==> src/rtl/nou_aw_pkg.sv <==
// Shared types and constants for the NOU AXI write-address path.
// Used by the AW burst master and its burst length helper.
package nou_aw_pkg;

  typedef enum logic [1:0] {
    IDLE,
    HDR,
    DATA,
    FIN
  } aw_state_e;

  localparam logic [1:0] AWSEL_NONE = 2'd0;
  localparam logic [1:0] AWSEL_HDR  = 2'd1;
  localparam logic [1:0] AWSEL_DATA = 2'd2;

  localparam int AXI_4K_BYTES = 4096;

endpackage

==> src/rtl/axi_aw_burst_master_if.sv <==
// AXI write-address channel bundle with the phase select
// that steers flit data on the W path.
interface axi_aw_burst_master_if #(
  parameter int ADDR_W = 32
);

  logic              awvalid;
  logic              awready;
  logic [ADDR_W-1:0] awaddr;
  logic [7:0]        awlen;
  logic [1:0]        awsel;

  modport master (
    output awvalid,
    output awaddr,
    output awlen,
    output awsel,
    input  awready
  );

  modport slave (
    input  awvalid,
    input  awaddr,
    input  awlen,
    input  awsel,
    output awready
  );

endinterface

==> src/rtl/aw_burst_len_calc.sv <==
// Beats for the next AW command: bounded by remaining flits,
// the burst cap and the distance to the next 4 KB boundary.
module aw_burst_len_calc
  import nou_aw_pkg::*;
#(
  parameter int RW         = 13,
  parameter int BEAT_BYTES = 16,
  parameter int MAX_BURST  = 16,
  parameter bit BURST_EN   = 1'b1
) (
  input  logic [RW-1:0] rem,
  input  logic [11:0]   addr_lo,
  output logic [8:0]    beats
);

  localparam int SH = $clog2(BEAT_BYTES);

  logic [31:0] r;
  logic [31:0] room;
  logic [31:0] m;

  always_comb begin
    r    = 32'(rem);
    room = (32'(AXI_4K_BYTES) - 32'(addr_lo)) >> SH;
    m    = r;
    if (m > 32'(MAX_BURST)) m = 32'(MAX_BURST);
    if (m > room) m = room;
    beats = BURST_EN ? 9'(m) : 9'd1;
  end

endmodule

==> src/rtl/axi_aw_burst_master.sv <==
// AW command generator: header region then data region per packet,
// optionally merged into 4 KB-safe INCR bursts.
module axi_aw_burst_master
  import nou_aw_pkg::*;
#(
  parameter int ADDR_W     = 32,
  parameter int HDR_W      = 6,
  parameter int DATA_W     = 12,
  parameter int BEAT_BYTES = 16,
  parameter int MAX_BURST  = 16,
  parameter bit BURST_EN   = 1'b1
) (
  input  logic                  clk,
  input  logic                  rst,
  input  logic                  start,
  input  logic [ADDR_W-1:0]     base_addr,
  input  logic [ADDR_W-1:0]     pkt_addr,
  input  logic [HDR_W-1:0]      hdr_flit_num,
  input  logic [DATA_W-1:0]     data_flit_num,
  axi_aw_burst_master_if.master aw,
  output logic                  busy,
  output logic                  done
);

  localparam int CW = (HDR_W > DATA_W ? HDR_W : DATA_W) + 1;
  localparam int SH = $clog2(BEAT_BYTES);
  localparam logic [ADDR_W-1:0] AMASK = {ADDR_W{1'b1}} << SH;

  aw_state_e         state, nxt_state;
  logic [CW-1:0]     rem, nxt_rem, left;
  logic [ADDR_W-1:0] cur_addr, nxt_addr;
  logic [ADDR_W-1:0] pkt_q, nxt_pkt;
  logic [DATA_W-1:0] data_q, nxt_data;
  logic [8:0]        used, beats;
  logic              hs, nxt_vld;

  always_comb begin
    nxt_state = state;
    nxt_rem   = rem;
    nxt_addr  = cur_addr;
    nxt_pkt   = pkt_q;
    nxt_data  = data_q;
    hs        = aw.awvalid & aw.awready;
    used      = {1'b0, aw.awlen} + 9'd1;
    left      = rem - CW'(used);
    unique case (state)
      IDLE: begin
        if (start) begin
          nxt_pkt  = pkt_addr & AMASK;
          nxt_data = data_flit_num;
          nxt_rem  = CW'(hdr_flit_num);
          nxt_addr = base_addr & AMASK;
          if (hdr_flit_num != '0) begin
            nxt_state = HDR;
          end else if (data_flit_num != '0) begin
            nxt_state = DATA;
            nxt_rem   = CW'(data_flit_num);
            nxt_addr  = pkt_addr & AMASK;
          end else begin
            nxt_state = FIN;
          end
        end
      end
      HDR, DATA: begin
        if (hs) begin
          if (left != '0) begin
            nxt_rem  = left;
            nxt_addr = cur_addr + (ADDR_W'(used) << SH);
          end else if (state == HDR && data_q != '0) begin
            nxt_state = DATA;
            nxt_rem   = CW'(data_q);
            nxt_addr  = pkt_q;
          end else begin
            nxt_state = FIN;
          end
        end
      end
      FIN:     nxt_state = IDLE;
      default: nxt_state = IDLE;
    endcase
    nxt_vld = (nxt_state == HDR) || (nxt_state == DATA);
  end

  // Sized from next-cycle values so the command is a plain flop.
  aw_burst_len_calc #(
    .RW        (CW),
    .BEAT_BYTES(BEAT_BYTES),
    .MAX_BURST (MAX_BURST),
    .BURST_EN  (BURST_EN)
  ) u_len (
    .rem    (nxt_rem),
    .addr_lo(nxt_addr[11:0]),
    .beats  (beats)
  );

  always_ff @(posedge clk) begin
    if (rst) begin
      state      <= IDLE;
      rem        <= '0;
      cur_addr   <= '0;
      pkt_q      <= '0;
      data_q     <= '0;
      aw.awvalid <= 1'b0;
      aw.awaddr  <= '0;
      aw.awlen   <= '0;
      aw.awsel   <= AWSEL_NONE;
      busy       <= 1'b0;
      done       <= 1'b0;
    end else begin
      state      <= nxt_state;
      rem        <= nxt_rem;
      cur_addr   <= nxt_addr;
      pkt_q      <= nxt_pkt;
      data_q     <= nxt_data;
      aw.awvalid <= nxt_vld;
      aw.awaddr  <= nxt_vld ? nxt_addr : '0;
      aw.awlen   <= nxt_vld ? 8'(beats - 9'd1) : '0;
      aw.awsel   <= (nxt_state == HDR)  ? AWSEL_HDR  :
                    (nxt_state == DATA) ? AWSEL_DATA :
                                          AWSEL_NONE;
      busy       <= nxt_state != IDLE;
      done       <= state == FIN;
    end
  end

endmodule

==> src/flat_wrapper.sv <==
// flat-port wrapper written by rule: the top's interface ports become plain ports
module axi_aw_burst_master_flat import nou_aw_pkg::*;
#(
  parameter int ADDR_W     = 32,
  parameter int HDR_W      = 6,
  parameter int DATA_W     = 12,
  parameter int BEAT_BYTES = 16,
  parameter int MAX_BURST  = 16,
  parameter bit BURST_EN   = 1'b1
)
  (clk, rst, start, base_addr, pkt_addr, hdr_flit_num, data_flit_num, busy, done, aw_awvalid, aw_awaddr, aw_awlen, aw_awsel, aw_awready);
  axi_aw_burst_master_if #(.ADDR_W(ADDR_W)) aw_i ();
  input  logic clk;
  input  logic rst;
  input  logic start;
  input  logic [ADDR_W-1:0] base_addr;
  input  logic [ADDR_W-1:0] pkt_addr;
  input  logic [HDR_W-1:0] hdr_flit_num;
  input  logic [DATA_W-1:0] data_flit_num;
  output logic busy;
  output logic done;
  output wire logic [$bits(aw_i.awvalid)-1:0] aw_awvalid;
  output wire logic [$bits(aw_i.awaddr)-1:0] aw_awaddr;
  output wire logic [$bits(aw_i.awlen)-1:0] aw_awlen;
  output wire logic [$bits(aw_i.awsel)-1:0] aw_awsel;
  input wire logic [$bits(aw_i.awready)-1:0] aw_awready;
  assign aw_awvalid = aw_i.awvalid;
  assign aw_awaddr = aw_i.awaddr;
  assign aw_awlen = aw_i.awlen;
  assign aw_awsel = aw_i.awsel;
  assign aw_i.awready = aw_awready;
  axi_aw_burst_master #(.ADDR_W(ADDR_W), .HDR_W(HDR_W), .DATA_W(DATA_W), .BEAT_BYTES(BEAT_BYTES), .MAX_BURST(MAX_BURST), .BURST_EN(BURST_EN)) u_core (.clk(clk), .rst(rst), .start(start), .base_addr(base_addr), .pkt_addr(pkt_addr), .hdr_flit_num(hdr_flit_num), .data_flit_num(data_flit_num), .aw(aw_i), .busy(busy), .done(done));
endmodule
==> config.mk <==
export PLATFORM = sky130hd
export DESIGN_NAME = axi_aw_burst_master_flat
export DESIGN_NICKNAME = d
export VERILOG_FILES = /design/src/rtl/nou_aw_pkg.sv /design/src/rtl/axi_aw_burst_master_if.sv /design/src/rtl/aw_burst_len_calc.sv /design/src/rtl/axi_aw_burst_master.sv /design/src/flat_wrapper.sv
export SDC_FILE = /design/constraint.sdc
export NUM_CORES = 1
export LEC_CHECK = 0
export CAP_MARGIN = 20
export CELL_PAD_IN_SITES_DETAIL_PLACEMENT = 1
export CELL_PAD_IN_SITES_GLOBAL_PLACEMENT = 1
export CORE_MARGIN = 2
export CORE_UTILIZATION = 40
export DETAILED_ROUTE_END_ITERATION = 16
export PLACE_DENSITY_LB_ADDON = 0.1
export SYNTH_ARGS = -nofsm -noshare
export SYNTH_HDL_FRONTEND = slang
export SYNTH_HIERARCHICAL = 1
export SYNTH_SLANG_ARGS = --single-unit
==> constraint.sdc <==
create_clock -name clk -period 7.4 [get_ports clk]
set_input_delay 1.48 -clock clk [delete_from_list [all_inputs] [get_ports clk]]
set_output_delay 1.48 -clock clk [all_outputs]
set_load 0.1 [all_outputs]
# After elaboration in Yosys (flattened, before gate mapping)
# Cells that the tools add are included.
[word_totals]
reg_bits = 132
input_bits = 86
elab_cells = 63
[classes]
n_addsub = 5
magnitude_cmp = 2
n_eq_ne = 5
muxes = 25
bitwise = 2
reduce_logical = 12
[op_table]
columns = ["operator", "n"]
rows = [
  ["two-way mux 32 bit", 6],
  ["two-way mux 13 bit", 6],
  ["case mux 32 bit (2 select lines)", 1],
  ["adder 32 x 13 -> 32 bit", 1],
  ["greater-than comparator 13 x 28 -> 1 bit", 1],
  ["case mux 13 bit (2 select lines)", 1],
  ["nonzero test 12 bit", 2],
  ["subtractor 13 x 12 -> 14 bit, first input constant", 1],
  ["greater-than comparator 13 x 5 -> 1 bit, second input constant", 1],
  ["nonzero test 13 bit", 1],
  ["subtractor 13 x 9 -> 13 bit", 1],
  ["two-way mux 12 bit", 1],
  ["two-way mux 2 bit", 5],
  ["adder 8 x 1 -> 9 bit, second input constant", 1],
  ["two-way mux 8 bit", 1],
  ["subtractor 8 x 1 -> 8 bit, second input constant", 1],
  ["== test 2 bit, second input constant", 3],
  ["case mux 2 bit (3 select lines)", 1],
  ["nonzero test 6 bit", 1],
  ["OR reduction 2 bit", 3],
  ["== test 2 x 1 -> 1 bit, second input constant", 2],
  ["two-way mux 1 bit", 3],
  ["logical NOT 2 bit", 1],
  ["AND reduction 2 bit", 1],
  ["5 further kinds", 5],
]

# Longest topological paths before layout
[depth]
ltp_word = 11
mapped_depth = 32
mapped_depth_nobuf = 31

# Hierarchy
# The synthesis kept the hierarchy.
[modules_own_cells]
columns = ["module", "instances", "cells_each", "area_per_inst_um2", "seq_area_each_um2"]
rows = [
  ["axi_aw_burst_master", 1, 1041, 7895.1, 2642.5],
  ["aw_burst_len_calc", 1, 64, 514.2, 0.0],
]

# Worst setup path before layout
# No wires, ideal clock.
[synth_path]
path_kind = "flip-flop to flip-flop"
start = "register u_core.aw.awlen[2]"
end = "register u_core.aw.awlen[5]"
arrival_ns = 6.880
setup_slack_ns = 0.392
path_stages_with_launch = 29
n_path_buf = 2
synth_period_minus_slack_ns = 7.008
path_cell_list = "dfxtp_1 -> nand3_1 -> nor2_1 -> xor2_1 -> inv_1 -> ha_1 -> buf_2 -> a21oi_1 -> o211ai_1 -> a221o_1 -> nor4b_4 -> nand3_2 -> nor2_1 -> buf_2 -> a21boi_1 -> nand2b_1 -> and2_1 -> or4_4 -> nor3_2 -> nand2b_1 -> ha_1 -> nor2b_1 -> o211ai_1 -> a21oi_1 -> o221ai_4 -> mux2_1 -> nor4b_1 -> xnor2_1 -> nor2_1"
[synth_between]
elab_cells_between_ends = 24
classes_between = "add/sub (5); order compare (2); eq/ne (2); mux (11); bitwise (1); reduce/logical (3)"
[synth_lines]
columns = ["element", "line", "text"]
rows = [
  ["from (decl)", "axi_aw_burst_master_if.sv:16", "output awlen,"],
  ["from (signal assigned)", "axi_aw_burst_master.sv:117", "aw.awlen <= nxt_vld ? 8'(beats - 9'd1) : '0;"],
  ["adder 8 x 1 -> 9 bit *", "axi_aw_burst_master.sv:44", "used = {1'b0, aw.awlen} + 9'd1;"],
  ["subtractor 13 x 9 -> 13 bit *", "axi_aw_burst_master.sv:45", "left = rem - CW'(used);"],
  ["nonzero test 13 bit *", "axi_aw_burst_master.sv:66", "if (left != '0) begin"],
  ["two-way mux 32 bit *", "axi_aw_burst_master.sv:66", ""],
  ["two-way mux 32 bit *", "axi_aw_burst_master.sv:65", "if (hs) begin"],
  ["case mux 32 bit (2 select lines) *", "axi_aw_burst_master.sv:46", "unique case (state)"],
  ["named net u_core.nxt_addr[3]", "axi_aw_burst_master.sv:31", "logic [ADDR_W-1:0] cur_addr, nxt_addr;"],
  ["subtractor 13 x 12 -> 14 bit *", "aw_burst_len_calc.sv:24", "room = (32'(AXI_4K_BYTES) - 32'(addr_lo)) >> SH;"],
  ["greater-than comparator 13 x 28 -> 1 bit", "aw_burst_len_calc.sv:27", "if (m > room) m = room;"],
  ["two-way mux 8 bit *", "aw_burst_len_calc.sv:27", ""],
  ["named net u_core.beats[0]", "axi_aw_burst_master.sv:34", "logic [8:0] used, beats;"],
  ["subtractor 8 x 1 -> 8 bit *", "axi_aw_burst_master.sv:117", ""],
]
# Mark *: on every way through the listed nets, which the timed path passes. The rest lies on a longest branch.
# A chain may end at the register's enable or synchronous reset.

# Worst setup path in the final report
# Ends and elaborated chain as after synthesis.

==> load_flow_metrics.sql <==
INSERT INTO impl_metrics (metric_group, metric, value, unit) VALUES
('setup_path', 'timing.critical_path.fanout_max', '10', ''),
('clock_tree', 'worst_setup_hold_path_clk_slew', '0.06', 'ns'),
('synthesis', 'postSynthAreaPerCell', '7.61', 'µm²'),
('setup_path', 'worst_setup_path_end_kind', 'flop', ''),
('sta', 'slew_viol_final', '0', ''),
('die', 'fp.dieW', '149', 'µm'),
('sta', 'timing_worst_slew_pin_value', '1.02', 'ns'),
('die', 'die_area', '0.0222', 'mm²'),
('synthesis', 'yosysWarningCount', '6', ''),
('placement', 'port_buffers', '122', ''),
('power_and_ir_drop', 'power.static_leakage', '4.26', 'nW'),
('sta', 'maxSlewHeadroom', '0.322', ''),
('synthesis', 'synth.cell_area', '0.00841', 'mm²'),
('setup_path', 'worst-r2r-setup-slack', '0.31', 'ns'),
('detailed_routing', 'detail_route.wl_per_cell', '21.3', 'µm'),
('setup_path', 'critical_path_depth', '26', ''),
('detailed_routing', 'vias', '8899', ''),
('final_layout', 'flow.area_growth_from_synthesis', '26.7', '%'),
('setup_path', 'critical-path-top-delay-family', 'simple AND/OR/NAND/NOR gates', ''),
('detailed_routing', 'dr_vias_cell', '5.94', ''),
('clock_tree', 'cts.sink_count', '132', ''),
('clock_tree', 'cts_tree', 'done', ''),
('setup_path', 'critical_path_top_delay_cell', 'or4_4', ''),
('setup_path', 'crit_start', 'u_core/aw.awlen[2]$_SDFF_PP0_', ''),
('final_layout', 'insertedDiodeCount', '0', ''),
('detailed_routing', 'drt-pass1-iter-count', '5', ''),
('final_layout', 'final_cell_count_no_fill', '1499', ''),
('sta', 'finalSetupViolations', '0', ''),
('clock_tree', 'depth_of_the_cts_h_tree', '4', ''),
('global_route', 'grt_antenna_before_repair', '0', ''),
('sta', 'min_period_over_period', '0.958', ''),
('setup_path', 'crit_start_category', 'flop', ''),
('global_route', 'grt_start_max_net_pins', '56', ''),
('setup_path', 'critical-path-top-cell-by-count', 'nor2_1', ''),
('worst_hold_path', 'timing.hold.worst.start', 'u_core/pkt_q[29]$_SDFFE_PP0P_', ''),
('job', 'cap_violations', '0', ''),
('power_and_ir_drop', 'fin_total_pwr', '0.00397', 'W'),
('detailed_routing', 'drt-initial-drc-count', '593', ''),
('power_and_ir_drop', 'p_per_area', '373', 'mW/mm²'),
('setup_path', 'cp_data_required_time', '7.71', 'ns'),
('setup_path', 'path_buf_inv', '1', ''),
('status', 'status', 'completed', ''),
('sta', 'fmax', '0.141', 'GHz'),
('detailed_routing', 'routed_wirelength', '32000', 'µm'),
('sta', 'finClkSkew', '0.0104', 'ns'),
('detailed_routing', 'remaining_drc_errors', '0', ''),
('sta', 'hold_viol_final', '0', ''),
('setup_path', 'arrival', '7.40', 'ns'),
('setup_path', 'worst-r2r-cell-count', '26', ''),
('die', 'io_pins', '131', ''),
('final_layout', 'final_nets', '1335', ''),
('die', 'core', '0.0208', 'mm²'),
('setup_path', 'reg2reg_capture_point', 'u_core/aw.awlen[5]$_SDFF_PP0_', ''),
('clock_tree', 'cts_inserted_buffers', '17', ''),
('setup_path', 'critical_path.reg2reg.startpoint', 'u_core/aw.awlen[2]$_SDFF_PP0_', ''),
('die', 'placement_rows', '53', ''),
('setup_path', 'worst-setup-path-type', 'reg -> reg', ''),
('placement', 'finalWeightedCongestion', '0.942', ''),
('synthesis', 'synthCells', '1104', ''),
('sta', 'time_the_final_worst_path_needs_with_i_o_delays_and_setup', '7.09', 'ns'),
('setup_path', 'critPathMaxStageDelay', '0.60', 'ns'),
('placement', 'numPlacedInstances', '1467', ''),
('die', 'die_h', '149', 'µm'),
('detailed_routing', 'drtAntennaViolNets', '0', ''),
('clock_tree', 'insertion_delay', '0.43', 'ns'),
('clock_tree', 'cts-root-to-sink-buffers', '2', ''),
('worst_hold_path', 'min-delay-path-class', 'reg -> reg', ''),
('power_and_ir_drop', 'largest_vdd_supply_drop', '0.179', 'mV'),
('final_layout', 'drive_gt1_frac', '0.0817', ''),
('clock_tree', 'ctsRootBufferMaster', 'clkbuf_16', ''),
('placement', 'post-dp-hpwl', '23200', 'µm'),
('setup_path', 'crit_end', 'u_core/aw.awlen[5]$_SDFF_PP0_', ''),
('global_route', 'global_route.usage.total', '0.290', ''),
('global_route', 'grt_pass1_wl', '49500', 'µm'),
('global_route', 'number_of_global_route_vias_before_repair', '8911', ''),
('die', 'starting_density_of_the_core', '0.404', ''),
('global_route', 'global_route.overflow_total', '0', '');
## worst register-to-register path: stages, from the launching register on
cell and delay [ns]:
dfxtp_1 0.41, nand3_1 0.18, nor2_1 0.16, xor2_1 0.30, inv_1 0.08, ha_1 0.49, o211ai_1 0.20, o2111a_1 0.27
a221o_1 0.36, nor4b_4 0.41, nand3_2 0.13, nor2_1 0.18, a21boi_1 0.12, nand2b_2 0.31, and2_1 0.23, or4_4 0.61
nor3_2 0.19, nand2b_1 0.20, ha_1 0.26, nor2b_1 0.14, o211ai_1 0.18, a21oi_1 0.15, o221ai_4 0.33, mux2_1 0.46
nor4b_1 0.40, xnor2_1 0.18, nor2_1 0.06
## worst min path at each step
stage,cells after the start,end
floorplan,2,u_core/pkt_q[28]$_SDFFE_PP0P_
global placement,2,u_core/pkt_q[9]$_SDFFE_PP0P_
detailed placement,2,u_core/pkt_q[9]$_SDFFE_PP0P_
CTS,2,u_core/pkt_q[4]$_SDFFE_PP0P_
global route,2,u_core/pkt_q[4]$_SDFFE_PP0P_
finish,2,u_core/pkt_q[29]$_SDFFE_PP0P_
## through the flow
stage | worst slack, ns | instance area (µm²) | hold slack, ns | TNS, ns | util
floorplan | 0.405 | 8420 | 0.433 | 0 | -
global placement | 0.537 | 9950 | 0.447 | 0 | 0.478
detailed placement | 0.322 | 9950 | 0.457 | 0 | 0.478
CTS | 0.331 | 10600 | 0.466 | 0 | 0.509
global route | -0.0207 | 10700 | 0.481 | -0.0533 | 0.512
finish | 0.313 | 10700 | 0.464 | 0 | 0.512
## sequential cells by signal (all words and copies together) (netlist names)
signal and count:
u_core/aw.awaddr 32, u_core/cur_addr 32, u_core/pkt_q 28, u_core/rem 13, u_core/data_q 12, u_core/aw.awlen 8
u_core/aw.awsel 2, u_core/state 2, u_core/aw.awvalid 1, u_core/busy 1, u_core/done 1
## power by group
group          total, W  internal (W)  switching, W
clock          0.000953      0.000602      0.000352
sequential     0.000901      0.000812     0.0000886
combinational   0.00211      0.000700       0.00141
total           0.00397       0.00211       0.00185
## repair_timing
| item | CTS | global route |
|---|---|---|
| endpoints found under the setup margin | 0 | 5 |
| hold buffers | 0 | 0 |
| resized for setup | 0 | 9 |
| setup buffers | 0 | 1 |
## final cells by class
class	count	area (µm²)
Multi-Input combinational cell	862	5380
Clock buffer	17	425
Inverter	42	158
Clock inverter	14	224
Timing Repair Buffer	157	1480
Sequential cell	132	2640
Tap cell	275	344
Fill cell	2579	10200
## placed cells by master (no fill, tap or decap), drive strengths merged, types with 6 or more instances in the layout
| cell | count |
|---|---|
| a22oi | 6 |
| mux2i | 40 |
| o21a | 10 |
| o211ai | 12 |
| and2 | 15 |
| xnor2 | 15 |
| nand4 | 10 |
| xor2 | 15 |
| clkbuf | 17 |
| o31ai | 7 |
| nand3 | 20 |
| inv | 46 |
| nor2b | 19 |
| a31oi | 16 |
| a211oi | 14 |
| a21o | 8 |
| a21oi | 106 |
| nor4 | 25 |
| buf | 36 |
| nand2 | 159 |
| clkdlybuf4s50 | 121 |
| nor2 | 120 |
| nand2b | 10 |
| o21ai | 44 |
| dfxtp | 132 |
| nor3 | 36 |
| o22ai | 9 |
| ha | 35 |
| a221oi | 7 |
| nor3b | 7 |
| and3 | 16 |
## routing by layer
layer / vias to the layer above / global-route usage / share of wire
met5: - / 0 / 0
met4: 0 / 0.0914 / 0.019
met3: 49 / 0.0517 / 0.061
met2: 294 / 0.475 / 0.46
met1: 4389 / 0.387 / 0.46
li1: 4167 / - / -
Power figures use the tool's default switching activity.
